$ cat config.mk
export PLATFORM = sky130hd
export DESIGN_NAME = controlador_memoria
export DESIGN_NICKNAME = d
export VERILOG_FILES = /design/src/rtl/memoria_pkg.sv /design/src/rtl/banco_memoria.sv /design/src/rtl/controlador_memoria.sv
export SDC_FILE = /design/constraint.sdc
export NUM_CORES = 1
export LEC_CHECK = 0
export ABC_AREA = 1
export CAP_MARGIN = 20
export CORE_MARGIN = 2
export CORE_UTILIZATION = 30
export DETAILED_ROUTE_END_ITERATION = 6
export GPL_ROUTABILITY_DRIVEN = 0
export GPL_TIMING_DRIVEN = 0
export PLACE_DENSITY = 0.46
export SYNTH_ARGS = -nofsm -noshare
export SYNTH_HDL_FRONTEND = slang
export SYNTH_SLANG_ARGS = --single-unit
$ cat constraint.sdc
create_clock -name Clock -period 6.2 [get_ports Clock]
set_clock_uncertainty 0.2 [all_clocks]
set_input_delay 1.24 -clock Clock [delete_from_list [all_inputs] [get_ports Clock]]
set_output_delay 1.24 -clock Clock [all_outputs]
set_load 0.05 [all_outputs]
$ cat src/rtl/memoria_pkg.sv
// Shared types and defaults for the memory controller slice.
// Latency: n/a (declarations only).
// Backpressure: n/a.
package memoria_pkg;

    localparam int ADDR_W_DEF   = 6;
    localparam int DATA_W_DEF   = 16;
    localparam int READ_LAT_DEF = 1;

    // Controller FSM encoding; the numeric values are visible on debug taps.
    typedef enum logic [1:0] {
        IDLE      = 2'd0,
        READ_WAIT = 2'd1,
        RESP      = 2'd2,
        WRITE     = 2'd3
    } state_t;

endpackage

$ cat src/rtl/banco_memoria.sv
// Word storage: 2**ADDR_W x DATA_W, one synchronous write port, asynchronous read.
// Latency: write lands on the clock edge; read is combinational from rd_addr.
// Backpressure: none; the owner arbitrates the single write port.
//
// Ports: core_clk, wr_en/wr_addr/wr_dat (write), rd_addr/rd_dat (read).
module banco_memoria #(
    parameter int ADDR_W = 6,
    parameter int DATA_W = 16
) (
    input  logic              core_clk,
    input  logic              wr_en,
    input  logic [ADDR_W-1:0] wr_addr,
    input  logic [DATA_W-1:0] wr_dat,
    input  logic [ADDR_W-1:0] rd_addr,
    output logic [DATA_W-1:0] rd_dat
);

    // No reset on purpose: contents survive a controller reset.
    logic [DATA_W-1:0] mem [2**ADDR_W];

    always_ff @(posedge core_clk) begin
        if (wr_en) begin
            mem[wr_addr] <= wr_dat;
        end
    end

    assign rd_dat = mem[rd_addr];

endmodule

$ cat src/rtl/controlador_memoria.sv
// Processor/loader memory controller: FSM, read wait counter and write-port arbitration.
// Latency: read Ack READ_LAT+1 cycles after acceptance, write Ack 1 cycle after acceptance.
// Backpressure: loader is stalled (LdReady=0) whenever the FSM is busy or Req is high.
//
// Ports: Clock, Reset (sync, active-high); processor side Req/Wr/Addr/WData -> Ack/RData;
//        loader side LdValid/LdAddr/LdData -> LdReady; Busy = FSM not idle.
module controlador_memoria
    import memoria_pkg::*;
#(
    parameter int ADDR_W   = ADDR_W_DEF,
    parameter int DATA_W   = DATA_W_DEF,
    parameter int READ_LAT = READ_LAT_DEF
) (
    input  logic              Clock,
    input  logic              Reset,
    input  logic              Req,
    input  logic              Wr,
    input  logic [ADDR_W-1:0] Addr,
    input  logic [DATA_W-1:0] WData,
    output logic              Ack,
    output logic [DATA_W-1:0] RData,
    input  logic              LdValid,
    input  logic [ADDR_W-1:0] LdAddr,
    input  logic [DATA_W-1:0] LdData,
    output logic              LdReady,
    output logic              Busy
);

    state_t            state;
    logic [ADDR_W-1:0] addr_q;
    logic [DATA_W-1:0] wdata_q;
    logic [2:0]        cnt;
    logic              ack_q;
    logic [DATA_W-1:0] rdata_q;

    logic              fsm_we;
    logic              ld_we;
    logic              mem_we;
    logic [ADDR_W-1:0] mem_waddr;
    logic [DATA_W-1:0] mem_wdat;
    logic [ADDR_W-1:0] mem_raddr;
    logic [DATA_W-1:0] mem_rdat;

    assign LdReady = (state == IDLE) && !Req;
    assign Busy    = (state != IDLE);
    assign Ack     = ack_q;
    assign RData   = rdata_q;

    // The FSM and loader can never write together: the loader only gets the
    // port in IDLE, the FSM only writes from WRITE. Reset blocks both.
    assign fsm_we    = (state == WRITE) && !Reset;
    assign ld_we     = LdValid && LdReady && !Reset;
    assign mem_we    = fsm_we || ld_we;
    assign mem_waddr = fsm_we ? addr_q  : LdAddr;
    assign mem_wdat  = fsm_we ? wdata_q : LdData;

    // With READ_LAT=0 the response is captured on the accepting edge, before
    // addr_q is valid, so the live Addr is used while idle.
    assign mem_raddr = (state == IDLE) ? Addr : addr_q;

    banco_memoria #(
        .ADDR_W (ADDR_W),
        .DATA_W (DATA_W)
    ) u_banco (
        .core_clk (Clock),
        .wr_en    (mem_we),
        .wr_addr  (mem_waddr),
        .wr_dat   (mem_wdat),
        .rd_addr  (mem_raddr),
        .rd_dat   (mem_rdat)
    );

    // Wr is only needed at acceptance: it selects WRITE vs the read path, so
    // the chosen state itself is the latched copy.
    always_ff @(posedge Clock) begin
        if (Reset) begin
            state   <= IDLE;
            ack_q   <= 1'b0;
            rdata_q <= '0;
            cnt     <= 3'd0;
            addr_q  <= '0;
            wdata_q <= '0;
        end else begin
            ack_q <= 1'b0;
            case (state)
                IDLE: begin
                    if (Req) begin
                        addr_q  <= Addr;
                        wdata_q <= WData;
                        if (Wr) begin
                            state <= WRITE;
                            ack_q <= 1'b1;
                        end else if (READ_LAT == 0) begin
                            state   <= RESP;
                            ack_q   <= 1'b1;
                            rdata_q <= mem_rdat;
                        end else begin
                            state <= READ_WAIT;
                            cnt   <= 3'(READ_LAT);
                        end
                    end
                end
                READ_WAIT: begin
                    if (cnt == 3'd1) begin
                        state   <= RESP;
                        ack_q   <= 1'b1;
                        rdata_q <= mem_rdat;
                        cnt     <= 3'd0;
                    end else begin
                        cnt <= cnt - 3'd1;
                    end
                end
                RESP:    state <= IDLE;
                WRITE:   state <= IDLE;
                default: state <= IDLE;
            endcase
        end
    end

endmodule

After elaboration in Yosys (flattened, before gate mapping)
Memory sizes are Yosys's and may differ from the RTL's. A register that Yosys moved wholly into a read port is not among the register bits.
Cells that the tools add are included.
- output and inout port bits: 19
- input port bits: 49
- RAM bits: 1024
- bits in registers: 28
- logic and storage cells: 46
- memories: 1
- muxes and demuxes: 17
- reductions and logical operators: 15
- add/sub/neg operators: 1
- equality and inequality tests: 7
- memory list (name ; depth ; bits a word ; read ports ; clocked after Yosys merged registers in ; write ports ; RTL line ; RTL):
    u_banco.mem ; 64 ; 16 ; 1 ; 1 ; 1 ; banco_memoria.sv:19 ; logic [DATA_W-1:0] mem [2**ADDR_W];
- operator list (cell ; count):
    $mux W16 ; 1
    $mux W6 ; 2
    $mux W3 ; 3
    $mux W2 ; 3
    $ne A2 B2 Y1 const B ; 3
    $pmux W2 S3 ; 1
    $pmux W3 S2 ; 1
    $reduce_and A2 Y1 ; 3
    $mux W1 ; 5
    $eq A2 B2 Y1 const B ; 2
    $logic_and A1 B1 Y1 ; 4
    $reduce_bool A2 Y1 ; 2
    $eq A3 B1 Y1 const B ; 1
    $reduce_and A3 Y1 ; 1
    $sub A3 B1 Y3 const B ; 1
    $eq A2 B1 Y1 const B ; 1
    $logic_not A1 Y1 ; 2
    $logic_not A2 Y1 ; 1
    $pmux W1 S2 ; 1
    $reduce_or A2 Y1 ; 1
    $logic_or A1 B1 Y1 ; 1

Longest topological paths before layout
- depth after elaboration: 7
- depth in mapped cells: 16
- gate-level depth less buffers: 14

Modules after synthesis
From an unflattened synthesis, not the netlist that was laid out.
- cells, all modules: 3771
- area, all modules: 43735.7 sq um
- by module, submodules not included (module ; instances ; cells each ; sequential area each (sq um) ; area each (sq um)):
    banco_memoria ; 1 ; 3501 ; 30749.5 ; 41778.8
    controlador_memoria ; 1 ; 270 ; 880.8 ; 1956.9

Worst setup path before layout
No wires, ideal clock.
- path kind: in2reg
- start: input Reset
- end: memory u_banco.mem[0][0], data pin
- setup slack: 746 ps
- arrival: 4552 ps
- setup time: 702 ps
- required time: 5298 ps
- stages on the path: 6
- buffers on the path: 3
- cells stage by stage: buf_2 > inv_2 > nand3_2 > buf_2 > clkbuf_1 > o21ai_0
- longest elaborated chain between the ends: 3
- ends and longest elaborated chain (what ; RTL line ; RTL):
    start: declaration ; controlador_memoria.sv:15 ; input logic Reset,
    $logic_not A1 Y1 ; controlador_memoria.sv:51 ; assign fsm_we = (state == WRITE) && !Reset;
    $logic_and A1 B1 Y1 ; controlador_memoria.sv:51 ;
    $mux W16 ; controlador_memoria.sv:55 ; assign mem_wdat = fsm_we ? wdata_q : LdData;
    via mem_wdat[0] ; controlador_memoria.sv:40 ; logic [DATA_W-1:0] mem_wdat;
    end: declaration ; banco_memoria.sv:19 ;
The timed path passes the listed nets, and every way through them passes these cells.

Worst setup path after layout
- start: input Reset
- end: memory u_banco.mem[40][8], enable pin
- longest elaborated chain between the ends: 5
- elaborated cells on any way between the ends: 7
- those cells by class: mux: 3; reduce/logical: 4
- ends and longest elaborated chain (what ; RTL line ; RTL):
    $logic_not A1 Y1 * ; controlador_memoria.sv:51, controlador_memoria.sv:52 ;
    $logic_and A1 B1 Y1 (on tied branches) ; controlador_memoria.sv:51, controlador_memoria.sv:52 ;
    $logic_or A1 B1 Y1 ; controlador_memoria.sv:53 ; assign mem_we = fsm_we || ld_we;
    $mux W1 ; banco_memoria.sv:22 ; if (wr_en) begin
    $mux W1 (not written as such) ; banco_memoria.sv:23 ; mem[wr_addr] <= wr_dat;
Mark *: on every way between the ends. The rest lies on a longest branch, timed or not.

==> results.json <==
{
  "grt_pass1_vias": 31300,
  "ant_nets": 0,
  "cpMostUsedCell": "inv_2",
  "max_freq_mhz": 205,
  "synth.top_cells.by_area": "edfxtp_1, nand3_1, nand2_1",
  "required_ns": 6.45,
  "grtUsageTotal_pct": 21.1,
  "crit_chain": "buf_2 -> inv_2 -> nand3_2 -> o21ai_0 -> inv_2 -> nor2_1 -> nand3_1 -> nor2_2 -> buf_8",
  "hold_slack_ns": 0.260,
  "pin_count": 68,
  "slew_headroom_pct": 22.1,
  "critPathKind": "in -> reg",
  "syn_avg_cell_area_um2": 10.1,
  "synth_seq_area_share_pct": 67.8,
  "fin_nets": 4942,
  "setup_viol": 0,
  "cts_resized": 0,
  "vias_per_cell": 4.81,
  "synthesis.area_mm2": 0.0466,
  "ctsRootBufferMaster": "clkbuf_16",
  "critical_path_arrival_ns": 5.13,
  "period_needed_ns": 4.88,
  "synth_cells": 4596,
  "hold_viol": 0,
  "synth_area_leader_cell": "edfxtp_1",
  "cp-end-kind": "flop",
  "clk_path_buf_depth": 3,
  "finalNonFillerCells": 7042,
  "final_area_mm2": 0.0560,
  "htreeDepth": 3,
  "die_width_um": 398,
  "portBuffers": 66,
  "dp_hpwl_mm": 122,
  "grt_pass1_wl_mm": 237,
  "placed_cell_area_mm2": 0.0522,
  "power_density_mw_per_mm2": 321,
  "wl_per_cell_um": 24.1,
  "area_growth_pct": 20.1,
  "p_total_uw": 18000,
  "syn-num-nets": 4647,
  "cts.sinks": 1068,
  "worst_pin_slew_ns": 1.16,
  "ctsHoldBuffers": 0,
  "synth-seq-cells": 1068,
  "die_h_um": 398,
  "start_kind": "input pin",
  "postCtsSetupBuffers": 0,
  "synth_top_area_share_pct": 65.9,
  "status": "completed",
  "tritoncts": "yes",
  "wirelength_mm": 169,
  "post-route-period-util_pct": 78.8,
  "cts_inserted_buffers": 120,
  "critPathMaxStageDelay_ns": 0.97,
  "grt_max_degree": 35,
  "first_iter_violations": 3775,
  "antenna_found_initial": 6,
  "hp-class": "reg -> reg",
  "fp-row-count": 144,
  "leakage_uw": 0.0231,
  "synth_warnings": 0,
  "placed_cells": 6813,
  "fin_setup_tns_ns": 0,
  "drive_gt1_share_pct": 11.2,
  "ys_types": 26,
  "cp_slowest_cell": "o21ai_0",
  "initial_core_util_pct": 30.2,
  "insertion_delay_ns": 0.74,
  "ir_worst_vdd_v": 0.000231,
  "cap_violations": 0,
  "clk_pin_slew_ns": 0.06,
  "cp_max_fo": 10,
  "drtPass1Iterations": 7,
  "die_area_mm2": 0.159,
  "rsz0062_at_grt": "no",
  "drc": 0,
  "vias": 33900,
  "slew_viol_final": 0,
  "overflow": 0,
  "core_mm2": 0.154
}
-- per-layer routing --
| metal | share of wire, % | routed length, µm | vias up | global-route usage [%] |
|---|---|---|---|---|
| met2 | 45 | 76800 | 1320 | 33.2 |
| met3 | 7.7 | 13000 | 276 | 3.98 |
| met1 | 43 | 73600 | 16700 | 29.1 |
| met5 | 0 | 0 | - | 0 |
| li1 | - | - | 15600 | - |
| met4 | 3.6 | 6090 | 0 | 7.14 |
-- state kept, by name, summed over array words and instances (netlist names) --
signal / count
RData: 16
u_banco.mem: 1024
cnt: 3
Ack: 1
wdata_q: 16
addr_q: 6
state: 2
-- cells in the mapped netlist (all sizes together) --
library cell	n
nand3	1036
nor2	106
nor3	2
ha	2
edfxtp	1024
nand2	1166
clkbuf	47
o21ai	45
nor4	6
dfxtp	44
a211oi	7
nand4	2
a2111oi	1
or2	1
inv	889
a21oi	22
buf	196
-- cells by family after synthesis --
family / share of synthesized area, %
compound gates: 0.867
simple gates: 21.5
flops: 67.8
buf+inv: 9.72
fa+ha+maj: 0.0537
-- worst paths after layout --
kind | to | start | cells after the start | slack (ns)
setup / recovery | u_banco.mem[40][8] | Reset | 9 | 1.32
hold / removal | cnt[1] | cnt[1] | 2 | 0.26
setup reg to reg | RData[3] | state[1] | 14 | 1.78
hold reg to reg | cnt[1] | cnt[1] | 2 | 0.26
-- layout make-up --
cell class / instances / area (µm²)
antenna: 4 / 10.0
buffer: 243 / 1190
clock buffer: 174 / 3410
clock inverter: 51 / 383
fill: 15500 / 98200
inverter: 889 / 3340
multi-input combinational: 2396 / 10900
sequential: 1068 / 31600
tap: 2044 / 2560
timing repair buffer: 173 / 2590
-- critical path, delay by kind of cell --
kind                   cells  cell delay, ns
buffers and inverters      4            0.99
and+or+nand+nor            4            1.91
AOI/OAI and AO/OA          1            0.97
-- metrics by stage --
step / util [%] / setup WS, ns
3_5_place_dp: 33.8 / 0.639
5_1_grt: 36.3 / 1.33
4_1_cts: 36.3 / 1.44
2_1_floorplan: - / 0.746
3_3_place_gp: 32.3 / -6.54
6_report: 36.3 / 1.32
-- cell usage in the layout (no fill, tap or decap), types with 8 or more instances in the layout --
cell type,instances
clkdlybuf4s50_1,66
o21ai_4,16
a21oi_1,22
nand3_1,1035
clkbuf_16,122
edfxtp_1,1024
nor2_4,8
clkbuf_1,83
nand2_1,1162
nor2_1,49
o21ai_0,23
buf_12,26
buf_2,171
buf_16,28
clkinv_2,19
buf_1,9
nor2_2,49
clkbuf_8,16
clkinv_1,21
buf_4,33
inv_1,883
dfxtp_1,44
buf_8,31
-- where the power goes --
part / internal, µW / switching (µW)
Clock: 3990 / 2950
Combinational: 757 / 2300
Sequential: 7950 / 18.8
No activity file was read; power rests on OpenSTA's default activity.
